<file path="src/rtl/guess_pkg.sv">
// Shared constants for the guess game input conditioning and its FSM.
// Also used by the benches for both blocks.
package guess_pkg;
    localparam int NUM_BTN             = 4;
    localparam int DEBOUNCE_CYCLES_DEF = 4;
    localparam int TICK_DIV_DEF        = 5;
endpackage : guess_pkg

</file>
<file path="src/rtl/debounce_bit.sv">
// One button lane: 2-flop synchronizer, run-length debounce, rising-edge press pulse.
// A debounced level only moves after DEBOUNCE_CYCLES consecutive disagreeing samples.
module debounce_bit #(
    parameter int DEBOUNCE_CYCLES = 4
) (
    input  logic clk,
    input  logic reset,
    input  logic raw,
    output logic level,
    output logic press
);
    localparam int CW = (DEBOUNCE_CYCLES > 2) ? $clog2(DEBOUNCE_CYCLES) : 1;
    localparam logic [CW-1:0] TERM_CNT = CW'(DEBOUNCE_CYCLES - 1);

    logic          s1_r;
    logic          s2_r;
    logic          b_r;
    logic          press_r;
    logic [CW-1:0] cnt_r;

    // Synchronize, qualify and detect press; any disagreement break restarts from zero.
    always_ff @(posedge clk) begin
        if (reset) begin
            s1_r    <= 1'b0;
            s2_r    <= 1'b0;
            b_r     <= 1'b0;
            press_r <= 1'b0;
            cnt_r   <= '0;
        end else begin
            s1_r    <= raw;
            s2_r    <= s1_r;
            press_r <= 1'b0;
            if (s2_r == b_r) begin
                cnt_r <= '0;
            end else if (cnt_r == TERM_CNT) begin
                b_r     <= s2_r;
                press_r <= s2_r;
                cnt_r   <= '0;
            end else begin
                cnt_r <= cnt_r + CW'(1);
            end
        end
    end

    assign level = b_r;
    assign press = press_r;
endmodule : debounce_bit

</file>
<file path="src/rtl/guess_input_cond.sv">
// Input conditioning for the guess game: debounced buttons, press pulses and
// a free-running game-step enable.
module guess_input_cond
    import guess_pkg::*;
#(
    parameter int DEBOUNCE_CYCLES = DEBOUNCE_CYCLES_DEF,
    parameter int TICK_DIV        = TICK_DIV_DEF
) (
    input  logic               clk,
    input  logic               reset,
    input  logic [NUM_BTN-1:0] btn_raw,
    output logic [NUM_BTN-1:0] b,
    output logic [NUM_BTN-1:0] b_press,
    output logic               en
);
    localparam int TW = $clog2(TICK_DIV);
    localparam logic [TW-1:0] TICK_LAST = TW'(TICK_DIV - 1);

    logic [TW-1:0] tick_cnt_r;
    logic          en_r;

    for (genvar gi = 0; gi < NUM_BTN; gi++) begin : g_btn
        debounce_bit #(
            .DEBOUNCE_CYCLES(DEBOUNCE_CYCLES)
        ) u_debounce_bit (
            .clk   (clk),
            .reset (reset),
            .raw   (btn_raw[gi]),
            .level (b[gi]),
            .press (b_press[gi])
        );
    end

    // Free-running step divider; en lands on the edge that wraps the counter.
    always_ff @(posedge clk) begin
        if (reset) begin
            tick_cnt_r <= '0;
            en_r       <= 1'b0;
        end else if (tick_cnt_r == TICK_LAST) begin
            tick_cnt_r <= '0;
            en_r       <= 1'b1;
        end else begin
            tick_cnt_r <= tick_cnt_r + TW'(1);
            en_r       <= 1'b0;
        end
    end

    assign en = en_r;
endmodule : guess_input_cond
</file>
<file path="config.mk">
export PLATFORM = sky130hd
export DESIGN_NAME = guess_input_cond
export DESIGN_NICKNAME = d
export VERILOG_FILES = /design/src/rtl/guess_pkg.sv /design/src/rtl/debounce_bit.sv /design/src/rtl/guess_input_cond.sv
export SDC_FILE = /design/constraint.sdc
export NUM_CORES = 1
export LEC_CHECK = 0
export ABC_AREA = 0
export CELL_PAD_IN_SITES_DETAIL_PLACEMENT = 1
export CELL_PAD_IN_SITES_GLOBAL_PLACEMENT = 1
export CORE_MARGIN = 2
export CORE_UTILIZATION = 44
export CTS_BUF_LIST = sky130_fd_sc_hd__clkbuf_4 sky130_fd_sc_hd__clkbuf_8 sky130_fd_sc_hd__clkbuf_16
export DETAILED_ROUTE_END_ITERATION = 8
export PLACE_DENSITY_LB_ADDON = 0.25
export SYNTH_ARGS = -nofsm -noshare
export SYNTH_HDL_FRONTEND = slang
export SYNTH_SLANG_ARGS = --single-unit
</file>
<file path="constraint.sdc">
create_clock -name clk -period 2.3 [get_ports clk]
set_input_delay 0.345 -clock clk [delete_from_list [all_inputs] [get_ports clk]]
set_output_delay 0.345 -clock clk [all_outputs]
set_load 0.02 [all_outputs]
</file>
; ---- After elaboration in Yosys (flattened, before gate mapping)
; Index checks and enable logic that the tools add are counted.
[totals]
out_inout_bits = 9
wordCells = 58
regBits = 28
in_bits = 6
[classes]
add_sub_neg = 5
n_eq_ne = 9
n_reduce_logical = 13
n_mux = 1
bitwise_logic = 8
[op_table]
columns = operator, n
row1 = 3-bit OR reduction, 8
row2 = "2-bit by 1-bit adder with 2-bit output, second input constant", 4
row3 = "2-bit == test, second input constant", 4
row4 = 1-bit inverter, 8
row5 = 2-bit AND reduction, 4
row6 = 1-bit == test, 4
row7 = "3-bit by 1-bit adder with 3-bit output, second input constant", 1
row8 = "3-bit == test, second input constant", 1
row9 = 2-bit OR reduction, 1
row10 = 1-bit two-way mux, 1

; ---- Depth between registers and ports, before layout
[depth]
word_depth = 3
mapped_depth = 4
depth_no_buf = 4

; ---- Modules after synthesis
; From an unflattened synthesis, not the netlist that was laid out.
[hier_totals]
cells_unflattened = 75
hier_area_um2 = 962.2
[modules_own_cells]
columns = module, instances, seq_area_each_um2, area_per_inst_um2, cells_per_inst
row1 = debounce_bit, 4, 120.1, 201.4, 15
row2 = guess_input_cond, 1, 80.1, 156.4, 15

; ---- Least setup slack after synthesis
; Ideal clock, no wire load.
[synth_timing]
kind = flip-flop to flip-flop
from = register tick_cnt_r[0]
to = register tick_cnt_r[2]
required_ns = 2.234
synth_period_minus_slack_ns = 1.104
setup_time_ns = 0.066
setup_slack_ns = 1.196
arrival_time_ns = 1.038
stages_incl_launch_ff = 5
path_cell_list = dfxtp_1 inv_1 ha_1 or3b_1 a21oi_2
[synth_via]
elab_chain_cells = 2
[synth_lines]
columns = element, line_no
row1 = start: declaration, guess_input_cond.sv:19  ; logic [TW-1:0] tick_cnt_r;
row2 = start signal: assignment, guess_input_cond.sv:43  ; tick_cnt_r <= tick_cnt_r + TW'(1);
row3 = "parallel branches: the longest is 2 deep, another holds 3-bit by 1-bit adder with 3-bit output", n/a
; Several ways; the timed one is not identified.
; A chain may end at the register's enable or synchronous reset.

; ---- Worst setup path after layout
[layout_timing]
from = register g_btn[3].u_debounce_bit.b_r
to = output b[3]
[layout_rtl]
columns = element, line_no
row1 = start: declaration, debounce_bit.sv:17  ; logic b_r;
row2 = start signal: assignment, debounce_bit.sv:36  ; b_r <= s2_r;
row3 = end: declaration, guess_input_cond.sv:12  ; output logic [NUM_BTN-1:0] b,
; No word-level cell between the ends.

==> impl_results.md <==
- Status: completed
- Cell with the most instances after synthesis: dfxtp_1
- Synth cell types: 19
- CTS tree: yes
- Critical path class: flip-flop to output pin
- CP startpoint kind: flip-flop
- Reg area: around 560 µm²
- Final net count: roughly 110
- Post-route ant nets: 0
- Post-cts sizing count: 0
- Htree depth: 1
- Final hold violations: 0
- Layout cell share with drive strength beyond 1: between 10% and 20%
- Area growth syn-to-layout: 13.49%
- Setup Skew: around 0.0072 ns
- Top_reg_cell synth: dfxtp_1
- LEAKAGE: roughly 0.43 nW
- IR drop worst, VDD: 0.0003070 V
- Initial antenna violation count: 0
- Post-Syn Instances: 86
- Detailed placement HPWL: 1092 µm
- Slew Limit Headroom: 75.47%
- Final setup TNS: 0 ns
- Root Buffer: clkbuf_4
- Cell count along the critical path: 1
- Post-synth top area share: ~54%
- Largest family of logic cells by synthesized area: simple AND/OR/NAND/NOR gates
- Initial detailed-routing violation count: 1
- CORE AREA: ~2200 µm²
- Num CTS Buffers: 3
- Vias in the first global route: approximately 590
- Average size of a mapped cell: between 10 and 15 µm²
- RSZ-0062 raised after global routing: no
- DR WL/cell: around 12 µm
- Compound-Gate Fraction of Synth Area: ~1.3%
- Die ar.: between 2000 and 3000 µm²
- Data required time of the critical path: 1.96 ns
- Arr. time, crit path: roughly 1.4 ns
- FP Rows: 17
- Die X: 52.58 µm
- Layout fillers: 243
- CP bufs+invs: 1
- TritonRoute pass-1 iters: 2
- Post-synthesis mux area share: under 10%
- Worst path cell trace: clkdlybuf4s50_1
- Synth Net Count: 98
- Total congestion overflow: 0
- Register area share after synthesis: a little over half
- Slew Limit Fails: 0
- Post-route DRC: 0
- Routed via count: approximately 610
- Area of the multi-input gates: just under 400 µm²
- RePlAce Congestion: between 0.5 and 0.6
- FF+latch count, synth: 28
- CP max stage delay: 0.63 ns
- # Post-CTS Setup Buffers: 0
- PD cells: about 660 nW/µm²
- Yosys warnings: 0
- GRT Util Overall: roughly an eighth
- Top delay family on crit path: buffers and inverters
- Reg2reg path depth: 4
- Initial Utilization: between 40% and 50%
- Final period util: 74.53%
- Finished Cell Area: 1179 µm²
- Placed cell area: around 1100 µm²
- Simple logic cell fraction of the synthesized area: a little over a fifth
- Crit Path Max Fanout: 4
- Total Wirelength: roughly 1500 µm
- Worst-Margin Slew: ~0.37 ns
- Global-route wire length before repair: approximately 2500 µm
- Hold Crit Class: flip-flop to flip-flop
- Post-Synth Adder-Cell Area: 7.229%
- Synth cell count leaders: dfxtp_1 (28), buf_4 (9), nor2b_1 (8)
- Final hold slack: 0.4363 ns
- Die Height: between 50 and 60 µm
- # hold bufs at CTS: 0
- Via-to-Cell Ratio: 4.935
- Crit path time final: 1.714 ns
- Max cap viols: 0
- CTS max path bufs: 2
- Top Ports: 15
- Hold path cells: 1
- Reg clk slew, reported paths: between 0.1 and 0.15 ns
- Slowest stage cell, crit path: clkdlybuf4s50_1
- Xor and xnor fraction of the mapped netlist area: under 10%
- Largest cells by area after synthesis: dfxtp_1 (54%), ha_1 (7.2%), buf_4 (6.5%)
- Post-synthesis async set-or-reset flop share: 0%
- Clock Latency Late Sink: between 0.3 and 0.4 ns
- Port Buffers: 14
- Post-synth EDFFs: 0
- Final setup fails: 0
- Worst setup EP type: output pin
- Mapped Area: between 1000 and 1500 µm²
- Fmax: approximately 580 MHz
- Top cell type by total area after synthesis: dfxtp_1
- Largest net degree at the start of global routing: 19
- Ant diodes: 0
- Clock sink count: 28
## layout by cell type (no fill, tap or decap), types with 2 or more instances in the layout
cell type,instances
nor4bb_1,3
inv_1,2
nor4b_2,4
dfxtp_1,28
nor4_1,4
mux2i_1,4
nor2b_1,8
and2_1,2
xnor2_1,4
clkbuf_4,3
ha_1,6
nor2_1,5
clkdlybuf4s50_1,14
## power breakdown
part	switching (mW)	internal (mW)	total, mW	leakage [nW]
clock	0.134	0.0968	0.231	0.0210
combinational	0.0200	0.0235	0.0435	0.182
sequential	0.00673	0.499	0.505	0.228
## sequential cells by signal, indices dropped and copies added, names as in the netlist
name and flops:
g_btn.u_debounce_bit.level 4, g_btn.u_debounce_bit.press 4, g_btn.u_debounce_bit.s1_r 4, g_btn.u_debounce_bit.s2_r 4, tick_cnt_r 3, g_btn.u_debounce_bit.cnt_r 8
en 1
## routing by layer
metal / track usage [%] / vias up / wire length, µm
met1: 13.49 / 294 / 673
li1: - / 301 / -
met2: 21.88 / 10 / 729
met5: 0 / - / 0
met4: 7.692 / 0 / 17
met3: 2.857 / 2 / 62
## final timing paths
kind                                                             startpoint                                     endpoint  slack, ns
worst max-delay path             g_btn[3].u_debounce_bit.level$_SDFFE_PP0P_                                         b[3]       0.59
worst min-delay path            g_btn[3].u_debounce_bit.cnt_r[0]$_SDFF_PP0_  g_btn[3].u_debounce_bit.cnt_r[0]$_SDFF_PP0_       0.44
worst max register to register                     tick_cnt_r[0]$_SDFF_PP0_                     tick_cnt_r[2]$_SDFF_PP0_       1.08
worst min register to register  g_btn[3].u_debounce_bit.cnt_r[0]$_SDFF_PP0_  g_btn[3].u_debounce_bit.cnt_r[0]$_SDFF_PP0_       0.44
## cells by family (layout without fill, tap and decap cells)
logic type	Yosys count	after routing
AND/OR/NAND/NOR	30	30
flip-flops	28	28
buffers and inverters	12	21
adder cells (fa/ha/maj)	6	6
XOR/XNOR	4	4
multiplexers	4	4
AO/OA/AOI/OAI	2	2
## through the flow
stage	setup slack (ns)	power [mW]	util (%)	instances
3_3_place_gp	0.7230	0.5576	51.64	119
2_1_floorplan	1.196	0.5436	-	86
6_report	0.5859	0.7802	53.28	123
5_1_grt	0.5142	0.8166	53.28	123
3_5_place_dp	0.6514	0.5600	51.64	119
4_1_cts	0.5606	0.7966	53.28	123
## final cells by class
class / count / area share [%]
timing repair buffer: 15 / 12.53
clock buffer: 4 / 3.079
inverter: 2 / 0.6369
sequential: 28 / 47.56
multi-input combinational: 46 / 33.23
tap: 28 / 2.972
Power figures use the tool's default switching activity.
